[config.mk]
export PLATFORM = sky130hd
export DESIGN_NAME = cart_load_ctrl_flat
export DESIGN_NICKNAME = d
export VERILOG_FILES = /design/src/rtl/cart_load_ctrl_if.sv /design/src/rtl/cart_load_ctrl.sv /design/src/flat_wrapper.sv
export SDC_FILE = /design/constraint.sdc
export NUM_CORES = 1
export LEC_CHECK = 0
export CAP_MARGIN = 30
export CORE_MARGIN = 2
export CORE_UTILIZATION = 35
export DETAILED_ROUTE_END_ITERATION = 7
export PLACE_DENSITY = 0.73
export SYNTH_ARGS = -nofsm -noshare
export SYNTH_HDL_FRONTEND = slang
export SYNTH_SLANG_ARGS = --single-unit
[constraint.sdc]
create_clock -name clk_sys -period 5.5 [get_ports clk_sys]
set_input_delay 0.825 -clock clk_sys [delete_from_list [all_inputs] [get_ports clk_sys]]
set_output_delay 0.825 -clock clk_sys [all_outputs]
set_load 0.005 [all_outputs]
[src/rtl/cart_load_ctrl_if.sv]
// Bundles the HPS download, ROM port and core-control signals of cart_load_ctrl.
// The controller connects through the slave modport; the HPS/ROM/core side uses master.
interface cart_load_ctrl_if #(
  parameter int ADDR_W = 15
);
  logic              ioctl_download;
  logic              ioctl_wr;
  logic [24:0]       ioctl_addr;
  logic [7:0]        ioctl_dout;
  logic [31:0]       ioctl_file_ext;
  logic [1:0]        sc_mode;
  logic              user_reset;
  logic              rom_we;
  logic [ADDR_W-1:0] rom_waddr;
  logic [7:0]        rom_wdata;
  logic [ADDR_W-1:0] rom_raddr;
  logic [7:0]        rom_rdata;
  logic [ADDR_W-1:0] cpu_raddr;
  logic              core_reset;
  logic [3:0]        force_bs;
  logic              sc;
  logic [16:0]       rom_size;
  logic              busy;

  modport master (
    output ioctl_download, ioctl_wr, ioctl_addr, ioctl_dout, ioctl_file_ext,
           sc_mode, user_reset, rom_rdata, cpu_raddr,
    input  rom_we, rom_waddr, rom_wdata, rom_raddr, core_reset, force_bs, sc,
           rom_size, busy
  );

  modport slave (
    input  ioctl_download, ioctl_wr, ioctl_addr, ioctl_dout, ioctl_file_ext,
           sc_mode, user_reset, rom_rdata, cpu_raddr,
    output rom_we, rom_waddr, rom_wdata, rom_raddr, core_reset, force_bs, sc,
           rom_size, busy
  );
endinterface

[src/rtl/cart_load_ctrl.sv]
// Cartridge load sequencer for the 2600 core: ROM download, optional SuperChip scan,
// mapper/sc decision and core reset hold. Define ROM_SCAN_EN to build the signature scan.
module cart_load_ctrl #(
  parameter int ADDR_W      = 15,
  parameter int RESET_HOLD  = 255,
  parameter int SC_FILL_LEN = 256
) (
  input logic             clk_sys,
  input logic             reset_n,
  cart_load_ctrl_if.slave bus
);
  localparam int HOLD_W = $clog2(RESET_HOLD + 2);

  typedef enum logic [2:0] {RUN, LOAD, SCAN, FINISH, HOLD} state_t;
  state_t state, state_nxt;

  logic              dl_q, dl_rise, dl_fall;
  logic [HOLD_W-1:0] hold_cnt;
  logic [16:0]       size_acc;
  logic [3:0]        bs_dec, ext_bs, bs_fin;
  logic              s_tag, sc_auto, sc_fin;
  logic              wr_ok;
  logic [25:0]       addr_p1;
  logic [16:0]       wr_size;
  logic [23:0]       ext;
  logic              rom_we;
  logic [ADDR_W-1:0] rom_waddr;
  logic [7:0]        rom_wdata;
  logic [3:0]        force_bs;
  logic              sc;
  logic [16:0]       rom_size;

  assign dl_rise = bus.ioctl_download & ~dl_q;
  assign dl_fall = ~bus.ioctl_download & dl_q;
  // The rise cycle is already part of the load even though state still shows the old value.
  assign wr_ok   = bus.ioctl_download & bus.ioctl_wr & (state == LOAD || dl_rise);
  assign addr_p1 = {1'b0, bus.ioctl_addr} + 26'd1;
  assign wr_size = (addr_p1 > 26'h1FFFF) ? 17'h1FFFF : addr_p1[16:0];

  always_comb begin
    ext = (bus.ioctl_file_ext[23:16] == ".") ? bus.ioctl_file_ext[23:0]
                                             : bus.ioctl_file_ext[31:8];
    case (ext)
      ".F8":   ext_bs = 4'd1;
      ".F6":   ext_bs = 4'd2;
      ".FE":   ext_bs = 4'd3;
      ".E0":   ext_bs = 4'd4;
      ".3F":   ext_bs = 4'd5;
      ".F4":   ext_bs = 4'd6;
      ".P2":   ext_bs = 4'd7;
      ".FA":   ext_bs = 4'd8;
      ".CV":   ext_bs = 4'd9;
      default: ext_bs = 4'd0;
    endcase
  end

  always_comb begin
    bs_fin = bs_dec;
    if (bs_dec == 4'd0) begin
      if (size_acc <= 17'd4096)       bs_fin = 4'd0;
      else if (size_acc <= 17'd8192)  bs_fin = 4'd1;
      else if (size_acc <= 17'd16384) bs_fin = 4'd2;
      else if (size_acc <= 17'd32768) bs_fin = 4'd6;
      else                            bs_fin = 4'd0;
    end
    if (bus.sc_mode == 2'd1)  sc_fin = 1'b0;
    else if (bus.sc_mode[1])  sc_fin = 1'b1;
    else                      sc_fin = s_tag | sc_auto;
  end

`ifdef ROM_SCAN_EN
  localparam int OFF_W = $clog2(SC_FILL_LEN);

  logic [2:0]        bnk, bank_last, bank_last_nxt;
  logic [OFF_W-1:0]  off;
  logic              issuing, rd_vld, rd_first, sig_ok, scan_done;
  logic [7:0]        sig_ref;
  logic [17:0]       banks_raw;
  logic [ADDR_W-1:0] scan_addr;

  always_comb begin
    banks_raw = ({1'b0, size_acc} + 18'd4095) >> 12;
    if (banks_raw == 18'd0)     bank_last_nxt = 3'd0;
    else if (banks_raw > 18'd8) bank_last_nxt = 3'd7;
    else                        bank_last_nxt = 3'(banks_raw - 18'd1);
  end

  assign scan_addr = ADDR_W'({bnk, 12'h000}) + ADDR_W'(off);
  assign scan_done = ~issuing & rd_vld;
  assign sc_auto   = sig_ok & (size_acc >= 17'd8192);
  assign bus.rom_raddr = (state == SCAN) ? scan_addr : bus.cpu_raddr;

  // Reads go out one per cycle; the compare trails by the array's one-cycle read latency.
  always_ff @(posedge clk_sys) begin
    if (!reset_n) begin
      bnk       <= '0;
      off       <= '0;
      bank_last <= '0;
      issuing   <= 1'b0;
      rd_vld    <= 1'b0;
      rd_first  <= 1'b0;
      sig_ok    <= 1'b0;
      sig_ref   <= '0;
    end else if (state == LOAD && dl_fall) begin
      bnk       <= '0;
      off       <= '0;
      bank_last <= bank_last_nxt;
      issuing   <= 1'b1;
      rd_vld    <= 1'b0;
      sig_ok    <= 1'b1;
    end else if (state == SCAN) begin
      rd_vld   <= issuing;
      rd_first <= issuing && bnk == 3'd0 && off == '0;
      if (issuing) begin
        if (off == OFF_W'(SC_FILL_LEN - 1)) begin
          off <= '0;
          if (bnk == bank_last) issuing <= 1'b0;
          else                  bnk     <= bnk + 3'd1;
        end else begin
          off <= off + 1'b1;
        end
      end
      if (rd_vld) begin
        if (rd_first)                    sig_ref <= bus.rom_rdata;
        else if (bus.rom_rdata != sig_ref) sig_ok <= 1'b0;
      end
    end
  end
`else
  assign sc_auto       = 1'b0;
  assign bus.rom_raddr = bus.cpu_raddr;
`endif

  always_ff @(posedge clk_sys) begin
    if (!reset_n) state <= HOLD;
    else          state <= state_nxt;
  end

  always_comb begin
    state_nxt = state;
    if (dl_rise) begin
      state_nxt = LOAD;
    end else begin
      case (state)
`ifdef ROM_SCAN_EN
        LOAD:   if (dl_fall) state_nxt = SCAN;
        SCAN:   if (scan_done) state_nxt = FINISH;
`else
        LOAD:   if (dl_fall) state_nxt = FINISH;
`endif
        FINISH: state_nxt = HOLD;
        HOLD:   if (!bus.user_reset && hold_cnt == '0) state_nxt = RUN;
        RUN:    if (bus.user_reset) state_nxt = HOLD;
        default: state_nxt = HOLD;
      endcase
    end
  end

  always_ff @(posedge clk_sys) begin
    if (!reset_n) begin
      dl_q      <= 1'b0;
      hold_cnt  <= HOLD_W'(RESET_HOLD);
      size_acc  <= '0;
      bs_dec    <= '0;
      s_tag     <= 1'b0;
      rom_we    <= 1'b0;
      rom_waddr <= '0;
      rom_wdata <= '0;
      force_bs  <= '0;
      sc        <= 1'b0;
      rom_size  <= '0;
    end else begin
      dl_q   <= bus.ioctl_download;
      rom_we <= wr_ok && bus.ioctl_addr[24:ADDR_W] == '0;
      if (wr_ok) begin
        rom_waddr <= bus.ioctl_addr[ADDR_W-1:0];
        rom_wdata <= bus.ioctl_dout;
      end
      if (dl_rise) begin
        size_acc <= wr_ok ? wr_size : 17'd0;
        bs_dec   <= ext_bs;
        s_tag    <= (bus.ioctl_file_ext[7:0] == "S");
      end else if (wr_ok && wr_size > size_acc) begin
        size_acc <= wr_size;
      end
      if (state == FINISH) begin
        rom_size <= size_acc;
        force_bs <= bs_fin;
        sc       <= sc_fin;
      end
      // Reload on entry to HOLD and on every user_reset seen while holding.
      if (state_nxt == HOLD && (state != HOLD || bus.user_reset))
        hold_cnt <= HOLD_W'(RESET_HOLD);
      else if (state == HOLD && hold_cnt != '0)
        hold_cnt <= hold_cnt - 1'b1;
    end
  end

  assign bus.rom_we     = rom_we;
  assign bus.rom_waddr  = rom_waddr;
  assign bus.rom_wdata  = rom_wdata;
  assign bus.force_bs   = force_bs;
  assign bus.sc         = sc;
  assign bus.rom_size   = rom_size;
  assign bus.core_reset = (state != RUN);
  assign bus.busy       = (state != RUN);
endmodule

[src/flat_wrapper.sv]
// flat-port wrapper written by rule: the top's interface ports become plain ports
module cart_load_ctrl_flat 
#(
  parameter int ADDR_W      = 15,
  parameter int RESET_HOLD  = 255,
  parameter int SC_FILL_LEN = 256
)
  (clk_sys, reset_n, bus_ioctl_download, bus_ioctl_wr, bus_ioctl_addr, bus_ioctl_dout, bus_ioctl_file_ext, bus_sc_mode, bus_user_reset, bus_rom_rdata, bus_cpu_raddr, bus_rom_we, bus_rom_waddr, bus_rom_wdata, bus_rom_raddr, bus_core_reset, bus_force_bs, bus_sc, bus_rom_size, bus_busy);
  cart_load_ctrl_if #(.ADDR_W(ADDR_W)) bus_i ();
  input logic clk_sys;
  input logic reset_n;
  input wire logic [$bits(bus_i.ioctl_download)-1:0] bus_ioctl_download;
  input wire logic [$bits(bus_i.ioctl_wr)-1:0] bus_ioctl_wr;
  input wire logic [$bits(bus_i.ioctl_addr)-1:0] bus_ioctl_addr;
  input wire logic [$bits(bus_i.ioctl_dout)-1:0] bus_ioctl_dout;
  input wire logic [$bits(bus_i.ioctl_file_ext)-1:0] bus_ioctl_file_ext;
  input wire logic [$bits(bus_i.sc_mode)-1:0] bus_sc_mode;
  input wire logic [$bits(bus_i.user_reset)-1:0] bus_user_reset;
  input wire logic [$bits(bus_i.rom_rdata)-1:0] bus_rom_rdata;
  input wire logic [$bits(bus_i.cpu_raddr)-1:0] bus_cpu_raddr;
  output wire logic [$bits(bus_i.rom_we)-1:0] bus_rom_we;
  output wire logic [$bits(bus_i.rom_waddr)-1:0] bus_rom_waddr;
  output wire logic [$bits(bus_i.rom_wdata)-1:0] bus_rom_wdata;
  output wire logic [$bits(bus_i.rom_raddr)-1:0] bus_rom_raddr;
  output wire logic [$bits(bus_i.core_reset)-1:0] bus_core_reset;
  output wire logic [$bits(bus_i.force_bs)-1:0] bus_force_bs;
  output wire logic [$bits(bus_i.sc)-1:0] bus_sc;
  output wire logic [$bits(bus_i.rom_size)-1:0] bus_rom_size;
  output wire logic [$bits(bus_i.busy)-1:0] bus_busy;
  assign bus_i.ioctl_download = bus_ioctl_download;
  assign bus_i.ioctl_wr = bus_ioctl_wr;
  assign bus_i.ioctl_addr = bus_ioctl_addr;
  assign bus_i.ioctl_dout = bus_ioctl_dout;
  assign bus_i.ioctl_file_ext = bus_ioctl_file_ext;
  assign bus_i.sc_mode = bus_sc_mode;
  assign bus_i.user_reset = bus_user_reset;
  assign bus_i.rom_rdata = bus_rom_rdata;
  assign bus_i.cpu_raddr = bus_cpu_raddr;
  assign bus_rom_we = bus_i.rom_we;
  assign bus_rom_waddr = bus_i.rom_waddr;
  assign bus_rom_wdata = bus_i.rom_wdata;
  assign bus_rom_raddr = bus_i.rom_raddr;
  assign bus_core_reset = bus_i.core_reset;
  assign bus_force_bs = bus_i.force_bs;
  assign bus_sc = bus_i.sc;
  assign bus_rom_size = bus_i.rom_size;
  assign bus_busy = bus_i.busy;
  cart_load_ctrl #(.ADDR_W(ADDR_W), .RESET_HOLD(RESET_HOLD), .SC_FILL_LEN(SC_FILL_LEN)) u_core (.clk_sys(clk_sys), .reset_n(reset_n), .bus(bus_i));
endmodule
# ---- Yosys cells after proc, flatten, opt, wreduce, memory -nomap -nowiden
# Cells that the tools add are included.
dict set report classes {
  n_addsub 2
  n_mul 0
  n_div 0
  n_lt_le_gt_ge 6
  n_eq_ne 17
  shift 0
  n_mux 18
  n_bitwise 7
  n_reduce_logical 16
}
# cell count
set op_table {}
lappend op_table {{$eq A24 B22 Y1 const B} 9}
lappend op_table {{$mux W17} 4}
lappend op_table {{$pmux W4 S9} 1}
lappend op_table {{$add A25 B1 Y26 const B} 1}
lappend op_table {{$gt A26 B17 Y1 const B} 1}
lappend op_table {{$mux W24} 1}
lappend op_table {{$gt A17 B17 Y1} 1}
lappend op_table {{$le A17 B13 Y1 const B} 1}
lappend op_table {{$le A17 B14 Y1 const B} 1}
lappend op_table {{$le A17 B15 Y1 const B} 1}
lappend op_table {{$le A17 B16 Y1 const B} 1}
lappend op_table {{$mux W4} 4}
lappend op_table {{$mux W3} 5}
lappend op_table {{$logic_not A10 Y1} 1}
lappend op_table {{$logic_not A9 Y1} 1}
lappend op_table {{$pmux W3 S3} 1}
lappend op_table {{$reduce_bool A9 Y1} 1}
lappend op_table {{$sub A9 B1 Y9 const B} 1}
lappend op_table {{$eq A8 B6 Y1 const B} 1}
lappend op_table {{$eq A8 B7 Y1 const B} 1}
lappend op_table {{$eq A3 B3 Y1 const B} 2}
lappend op_table {{$logic_and A1 B1 Y1} 5}
lappend op_table {{$and A1 B1 Y1} 4}
lappend op_table {{$logic_not A4 Y1} 1}
lappend op_table {{other kinds (12)} 16}
dict set report totals {
  ff_bits 81
  latch_bits 0
  ramBits 0
  romBits 0
  input_bits 95
  out_inout_bits 63
  word_cells 78
  memories 0
}

# ---- Logic depth before layout (Yosys ltp)
# Gate-level depths: netlist (run 1).
dict set report logic_depth {
  depth_word 8
  depth_mapped 18
  mapped_depth_nobuf 14
}

# ---- Worst setup path before layout (run 1)
# No wires, ideal clock.
dict set report synth_timing {
  kind {input-to-reg}
  start {input bus_ioctl_addr[0]}
  end {register u_core.size_acc[10]}
  t_arrival_ns 4.403
  required_time_ns 5.366
  path_slack_ns 0.963
  cell_stages 17
  n_path_buf 3
  cell_sequence {ha_1 and4_1 and2_1 buf_2 a311oi_1 o22ai_2 buf_4 nor4b_2 inv_1 ha_1 a21oi_1 o21ai_0 a2111oi_0 a211oi_1 o211ai_1 clkbuf_1 o22ai_1}
}
dict set report synth_between {
  elab_chain_len 6
  elab_cells_between_ends 9
}
# item line
set synth_lines {}
lappend synth_lines {{start: declaration} flat_wrapper.sv:14} ;# input wire logic [$bits(bus_i.ioctl_addr)-1:0] bus_ioctl_addr;
lappend synth_lines {{$add A25 B1 Y26 (*)} cart_load_ctrl.sv:37} ;# assign addr_p1 = {1'b0, bus.ioctl_addr} + 26'd1;
lappend synth_lines {{$gt A26 B17 Y1} cart_load_ctrl.sv:38} ;# assign wr_size = (addr_p1 > 26'h1FFFF) ? 17'h1FFFF : addr_p1[16:0];
lappend synth_lines {{$mux W17 (*)} cart_load_ctrl.sv:38}
lappend synth_lines {{$gt A17 B17 Y1} cart_load_ctrl.sv:183} ;# end else if (wr_ok && wr_size > size_acc) begin
lappend synth_lines {{$logic_and A1 B1 Y1} cart_load_ctrl.sv:183}
lappend synth_lines {{$reduce_bool A2 Y1 (no source line)} --}
lappend synth_lines {{end signal: assignment} cart_load_ctrl.sv:180} ;# size_acc <= wr_ok ? wr_size : 17'd0;
lappend synth_lines {{end signal: assignment} cart_load_ctrl.sv:184} ;# size_acc <= wr_size;
lappend synth_lines {{end: declaration} cart_load_ctrl.sv:19} ;# logic [16:0] size_acc;
# Mark *: on every way between the ends. The rest lies on a longest branch, timed or not. The select of a mux whose other input is x is not followed.
# A chain may end at the register's enable or synchronous reset.

# ---- Worst setup path in the final report (run 1)
dict set report layout_timing {
  start {input bus_ioctl_addr[1]}
  end {register u_core.size_acc[3]}
}
# The elaborated chain is that of the path after synthesis.

==> impl_metrics.csv, run 1 <==
group,metric,value,unit
status,status,"finished clean",
die,die-area,0.01572,mm^2
pwr,cellLeakagePower,0.002216,uW
die,row_count,44,
routing,wl_per_cell,14.41,um
place,placed_cell_area,0.006356,mm^2
yosys,synth.net_count,756,
clocking,htreeDepth,3,
critical_path,path_depth,16,
critical_path,rr_worst_depth,7,
clocking,cts-root-buf,"clkbuf_16",
timing,relSlewSlack,0.3328,
clocking,clk_pin_slew,0.06,ns
pwr,combPwrFrac,0.179,
critical_path,cp_max_fo,17,
pwr,power_density,217.7,mW/mm^2
yosys,synth_seq_cells,81,
layout,fin_cells,918,
timing,fin_worst_skew,0.008333,ns
yosys,yosysTopAreaCellShare,0.3146,
clocking,cts_tree,"built",
clocking,clock_path_buffers,2,
timing,setup_tns,0,ns
global_routing,antenna_found_initial,0,
timing,hold_viol,0,
clocking,cts_hold_buf,0,
timing,fin_crit_sh,0.8649,
global_routing,grt_max_degree,39,
yosys,async_flop_share,0,
hold_path,hold_class,"reg -> reg",
routing,drt_iter0_drc,343,
die,coreArea,0.01448,mm^2
place,dp.cells,904,
die,start_util,0.3560,
routing,dr_total_vias,4834,
pwr,intPower,1046,uW
clocking,cts_buffers,9,
critical_path,crit-reg2reg-launch,"u_core.state[1]",
timing,final-max-slew-violation-count,0,
critical_path,critPathMaxStageDelay,0.78,ns
pwr,p_sw,394.1,uW
place,io_buffers,119,
layout,final_cell_area,0.006615,mm^2
pwr,pwr-share-seq,0.445,
routing,routed_wl,13230,um
die,die_w,125.4,um
die,pin_count,158,
critical_path,rr_endpoint,"u_core.size_acc[12]",
routing,drt_first_pass_iters,5,
layout,layout-drive-gt1-share,0.06676,
clocking,clock_latency,0.34,ns
critical_path,path_cells,"clkdlybuf4s50_1, ha_1, and4_1, and2_1, a311oi_1, o22ai_2, nor4b_2, inv_1, ha_1, a21oi_1, o21ai_0, a2111oi_0, a211oi_1, o211ai_1, buf_4, o22ai_1",
yosys,synth_edf_count,0,
place,dp_slack,0.4229,ns
yosys,yosysSeqAreaShare,0.3146,
yosys,syn-mean-instance-area,8.042,um^2
layout,diodes,0,
timing,setup_viol,0,
critical_path,crit_slowest_cell,"o22ai_2",
routing,ant_nets,0,
place,place_congestion,0.9134,
yosys,netlist_area,0.005155,mm^2
critical_path,endpoint,"u_core.size_acc[3]",
yosys,yosys_most_used_dff,"dfxtp_1",
global_routing,grt_pass1_wl,21970,um
critical_path,critPathTopFamily,"compound AO/OA/AOI/OAI gates",
job,drv_cap,0,
routing,viasPerCell,5.266,
yosys,yosysTopAreaCell,"dfxtp_1",
clocking,cts_resized,0,
clocking,cts.sink_count,81,
yosys,syn_inst,641,
critical_path,start_kind,"input pin",
die,die_y,125.4,um
timing,rsz0062_at_grt,"false",
critical_path,crit_type,"in -> reg",
global_routing,grt_usage,0.1661,
critical_path,crit_path_end_kind,"flop",
critical_path,crit_required,5.70,ns
layout,area_growth_syn_to_layout,28.33,%
clocking,cts_setup_buffers,0,
global_routing,grt_pass1_vias,4483,
timing,fmaxAchievable,210.2,MHz
yosys,yosysUniqueCellTypes,71,
global_routing,grt-ovfl-total,0,
pwr,p_sw_frac,0.2737,
critical_path,worst_ep_arrival_time,4.95,ns
routing,drc_errors,0,
timing,final.min_clock_period,4.757,ns
critical_path,startpoint,"bus_ioctl_addr[1]",
yosys,synthTopCellsByArea,"dfxtp_1 (31%), nand2_1 (9.6%), a21boi_0 (6.3%)",
pwr,pwr-share-clk,0.376,
layout,layout.nets,846,
pwr,ir_drop,0.0001471,V
timing,tightest_slew,0.9954,ns
critical_path,r2r_slack,3.13,ns
yosys,ys_warn_count,0,
critical_path,critPathBufInv,3,
critical_path,worst_path_most_repeated_cell,"ha_1",
place,dp.final_hpwl,9737,um
timing,fin_ws,0.7429,ns
==> cell usage in the layout, fill, tap and decap left out, types with 3 or more instances in the layout <==
cell type        Yosys  final
nor2_1              20     20
nor4b_2             11     11
nand4_1             14     14
o211ai_1             5      5
or3_1                5      5
xor2_1              10     10
or2_2                3      3
nor4b_1              8      8
nor4_1              10     10
nor3b_1              8      8
and3_1               5      5
a211oi_1             7      7
a21boi_0            43     43
nor2b_1              7      7
clkbuf_16            0      9
a21oi_1             14     14
inv_1               43     43
or3b_1               3      3
a31oi_1              3      3
and4b_1              4      4
nand2b_1             7      7
o31a_1               4      4
o21ai_0             10     10
nand2_1            132    132
o22ai_1             18     18
ha_1                20     20
nor3_1              14     14
and4_1               5      5
buf_4               17      7
dfxtp_1             81     81
nand3_1             10     10
and2_1               6      6
clkdlybuf4s50_1      0    118
o21a_1               8      8
xnor2_1              9      9
==> power groups by stage <==
stage                     combinational (uW)  sequential [uW]  clock [uW]
after CTS                                257              640         558
after global routing                     287              645         588
after floorplan                          148              647           0
after global placement                   252              653           0
after detailed placement                 255              653           0
final                                    258              641         541
==> layout make-up <==
class / instances / area, um^2
well taps: 184 / 230.2
repair buffers: 126 / 1239
inverters: 43 / 161.4
clock inverters: 5 / 33.78
clock buffers: 9 / 225.2
fillers: 1391 / 7864
multi-input cells: 470 / 3104
flip-flops and latches: 81 / 1622
==> kinds of logic (layout without fill, tap and decap cells) <==
| group | Yosys count | count (layout) | synth area share |
|---|---|---|---|
| AND/OR/NAND/NOR | 291 | 291 | 0.3172 |
| AO/OA/AOI/OAI | 138 | 138 | 0.2002 |
| buffers and inverters | 90 | 183 | 0.08325 |
| flip-flops | 81 | 81 | 0.3146 |
| adder cells (fa/ha/maj) | 20 | 20 | 0.04854 |
| XOR/XNOR | 19 | 19 | 0.03228 |
| multiplexers | 2 | 2 | 0.003884 |
==> cell usage after synthesis, types with 10 or more instances <==
library cell and n:
nand2_1 132, dfxtp_1 81, a21boi_0 43, inv_1 43
clkbuf_1 23, ha_1 20, nor2_1 20, o22ai_1 18
buf_4 17, a21oi_1 14, nand4_1 14, nor3_1 14
nor4b_2 11, nand3_1 10, nor4_1 10, o21ai_0 10
xor2_1 10
==> worst min path at each step <==
stage	to	startpoint	cells past startpoint
after global placement	u_core.state[1]	u_core.dl_q	2
after floorplan	u_core.state[1]	u_core.dl_q	2
after CTS	u_core.state[1]	u_core.dl_q	2
after detailed placement	u_core.state[1]	u_core.dl_q	2
final	u_core.state[1]	u_core.dl_q	2
after global routing	u_core.bus.rom_waddr[0]	u_core.bus.rom_waddr[0]	2
==> tightest hold or removal path: cells and delay by family, from the launching register on <==
kind	cells	cell delay, ns
AND/OR/NAND/NOR	2	0.10
flip-flops	1	0.32
==> sequential cells by signal (all words and copies together), names as in the netlist, 3 cells and up <==
| signal | flops |
|---|---|
| u_core.bus.rom_wdata | 8 |
| u_core.state | 3 |
| u_core.bs_dec | 4 |
| u_core.bus.force_bs | 4 |
| u_core.bus.rom_waddr | 15 |
| u_core.hold_cnt | 9 |
| u_core.size_acc | 17 |
| u_core.bus.rom_size | 17 |
==> metal layers <==
layer | GRT usage | vias up | part of all wire
met5 | 0 | - | 0
met4 | 0.05359 | 0 | 0.021
met3 | 0.03979 | 19 | 0.065
met2 | 0.2551 | 175 | 0.44
met1 | 0.2300 | 2183 | 0.47
li1 | - | 2457 | -
==> through the flow <==
step / hold WS [ns] / utilization / total power (uW)
6_report: 0.4586 / 0.4569 / 1440
5_1_grt: 0.4870 / 0.4569 / 1520
4_1_cts: 0.4585 / 0.4569 / 1456
3_5_place_dp: 0.4501 / 0.4390 / 907.5
3_3_place_gp: 0.4467 / 0.4390 / 904.8
2_1_floorplan: 0.4357 / - / 795.1
(Power assumes the default switching activity.)
==> inputs of run 2 (changes only) <==
Settings changed: CTS_CLUSTER_DIAMETER set to 50.
==> results of run 2 <==
Same layout as run 1: the final DEF is identical, and so are final timing and power.
==> inputs of run 3 (changes only) <==
Settings changed: SETUP_SLACK_MARGIN set to 0.5.
==> impl_metrics.csv, run 3 (same netlist as run 1, synthesis figures left out) <==
group,metric,value,unit
die,die-area,0.01572,mm^2
timing,final-max-slew-violation-count,0,
routing,routed_wl,13300,um
pwr,power,1441,uW
routing,drc_errors,0,
job,drv_cap,0,
timing,fin_crit_sh,0.8454,
clocking,cts_buffers,9,
hold_path,hold_class,"reg -> reg",
timing,final.min_clock_period,4.650,ns
clocking,htreeDepth,3,
die,die_y,125.4,um
layout,final_common_cell,"nand2_1",
layout,layout-drive-gt1-share,0.07084,
pwr,cellLeakagePower,0.002210,uW
critical_path,worst_ep_arrival_time,4.85,ns
clocking,clk_pin_slew,0.06,ns
global_routing,grt_pass1_wl,21970,um
global_routing,grt_usage,0.1661,
timing,fin_worst_skew,0.008374,ns
die,row_count,44,
timing,tightest_slew,1.018,ns
layout,final_cell_mix,"nand2_1 (132), clkdlybuf4s50_1 (118), dfxtp_1 (81)",
critical_path,crit_type,"in -> reg",
layout,area_growth_syn_to_layout,28.81,%
timing,setup_viol,0,
routing,viasPerCell,5.269,
die,coreArea,0.01448,mm^2
critical_path,r2r_slack,3.12,ns
timing,setup_tns,0,ns
routing,ant_nets,0,
clocking,cts_setup_buffers,0,
critical_path,cp_max_fo,17,
die,die_w,125.4,um
die,start_util,0.3560,
place,dp.final_hpwl,9737,um
pwr,ir_drop,0.0001465,V
place,io_buffers,119,
clocking,cts-root-buf,"clkbuf_16",
layout,reg_top3,"u_core.bus.rom_size: 17 flops, u_core.size_acc: 17 flops, u_core.bus.rom_waddr: 15 flops",
critical_path,start_kind,"input pin",
routing,wl_per_cell,14.49,um
timing,rsz0062_at_grt,"false",
global_routing,grt_max_degree,39,
routing,drt_iter0_drc,321,
clocking,cts.sink_count,81,
pwr,power_density,217.0,mW/mm^2
timing,hold_viol,0,
global_routing,antenna_found_initial,0,
routing,dr_total_vias,4837,
layout,diodes,0,
clocking,clock_latency,0.33,ns
place,place_congestion,0.9134,
layout,utilization,0.4586,
layout,layout.nets,846,
clocking,cts_tree,"built",
timing,relSlewSlack,0.3176,
global_routing,grt-ovfl-total,0,
status,status,"finished clean",
clocking,clock_path_buffers,2,
global_routing,grt_pass1_vias,4483,
critical_path,crit_required,5.70,ns
die,pin_count,158,
critical_path,crit_path_end_kind,"flop",
routing,drt_first_pass_iters,5,
timing,fmaxAchievable,215.1,MHz
run 3: cell count changes in the layout (fill, tap and decap cells not counted):
cell      previous run  this run
a211oi_1             7         6
a311oi_2             0         1
o22ai_2              1         0
a311oi_1             1         0
a211oi_2             1         2
o22ai_4              0         1
nor4b_2             11        12
nor4b_1              8         7
run 3: per-stage QoR:
step	instance area (um^2)	cells	hold slack, ns	setup slack, ns
after floorplan	5155	641	0.4357	0.9632
after global placement	6356	904	0.4467	0.4619
after detailed placement	6356	904	0.4501	0.4229
after CTS	6615	918	0.4585	0.7812
after global routing	6640	918	0.4870	0.5025
final	6640	918	0.4586	0.8502
run 3: report_power, final:
group	switching, uW	internal, uW	leakage (uW)
registers	26.8	614	0.000661
logic	128	131	0.00143
clock network	240	300	0.000124
total	394	1050	0.00221
run 3: layout make-up:
class	count	area [um^2]
fillers	1391	7839
inverters	43	161.4
clock buffers	9	225.2
multi-input cells	470	3129
flip-flops and latches	81	1622
clock inverters	5	33.78
repair buffers	126	1239
well taps	184	230.2
run 3: what timing repair did:
| action | CTS | global route |
|---|---|---|
| gates resized for setup | 0 | 4 |
| hold buffers | 0 | 0 |
| setup endpoints to repair | 0 | 17 |
run 3: layer usage:
layer | GRT usage | vias up | part of all wire
met4 | 0.05359 | 0 | 0.019
met2 | 0.2551 | 169 | 0.44
met1 | 0.2300 | 2192 | 0.47
met5 | 0 | - | 0
li1 | - | 2458 | -
met3 | 0.03979 | 18 | 0.065
run 3: critical path, stage by stage:
cell and delay (ns):
clkdlybuf4s50_1 0.49, ha_1 0.26, and4_1 0.25, and2_1 0.27, a311oi_2 0.40, o22ai_4 0.25
nor4b_2 0.38, inv_1 0.08, ha_1 0.30, a21oi_1 0.12, o21ai_0 0.12, a2111oi_0 0.38
a211oi_1 0.15, o211ai_1 0.24, buf_4 0.23, o22ai_1 0.09
run 3: path summary, 6_finish.rpt:
kind | startpoint | to | depth (start not counted)
worst min register to register | u_core.dl_q | u_core.state[1] | 2
worst max-delay path | bus_ioctl_addr[1] | u_core.size_acc[3] | 16
worst max register to register | u_core.state[1] | u_core.size_acc[12] | 7
worst min-delay path | u_core.dl_q | u_core.state[1] | 2
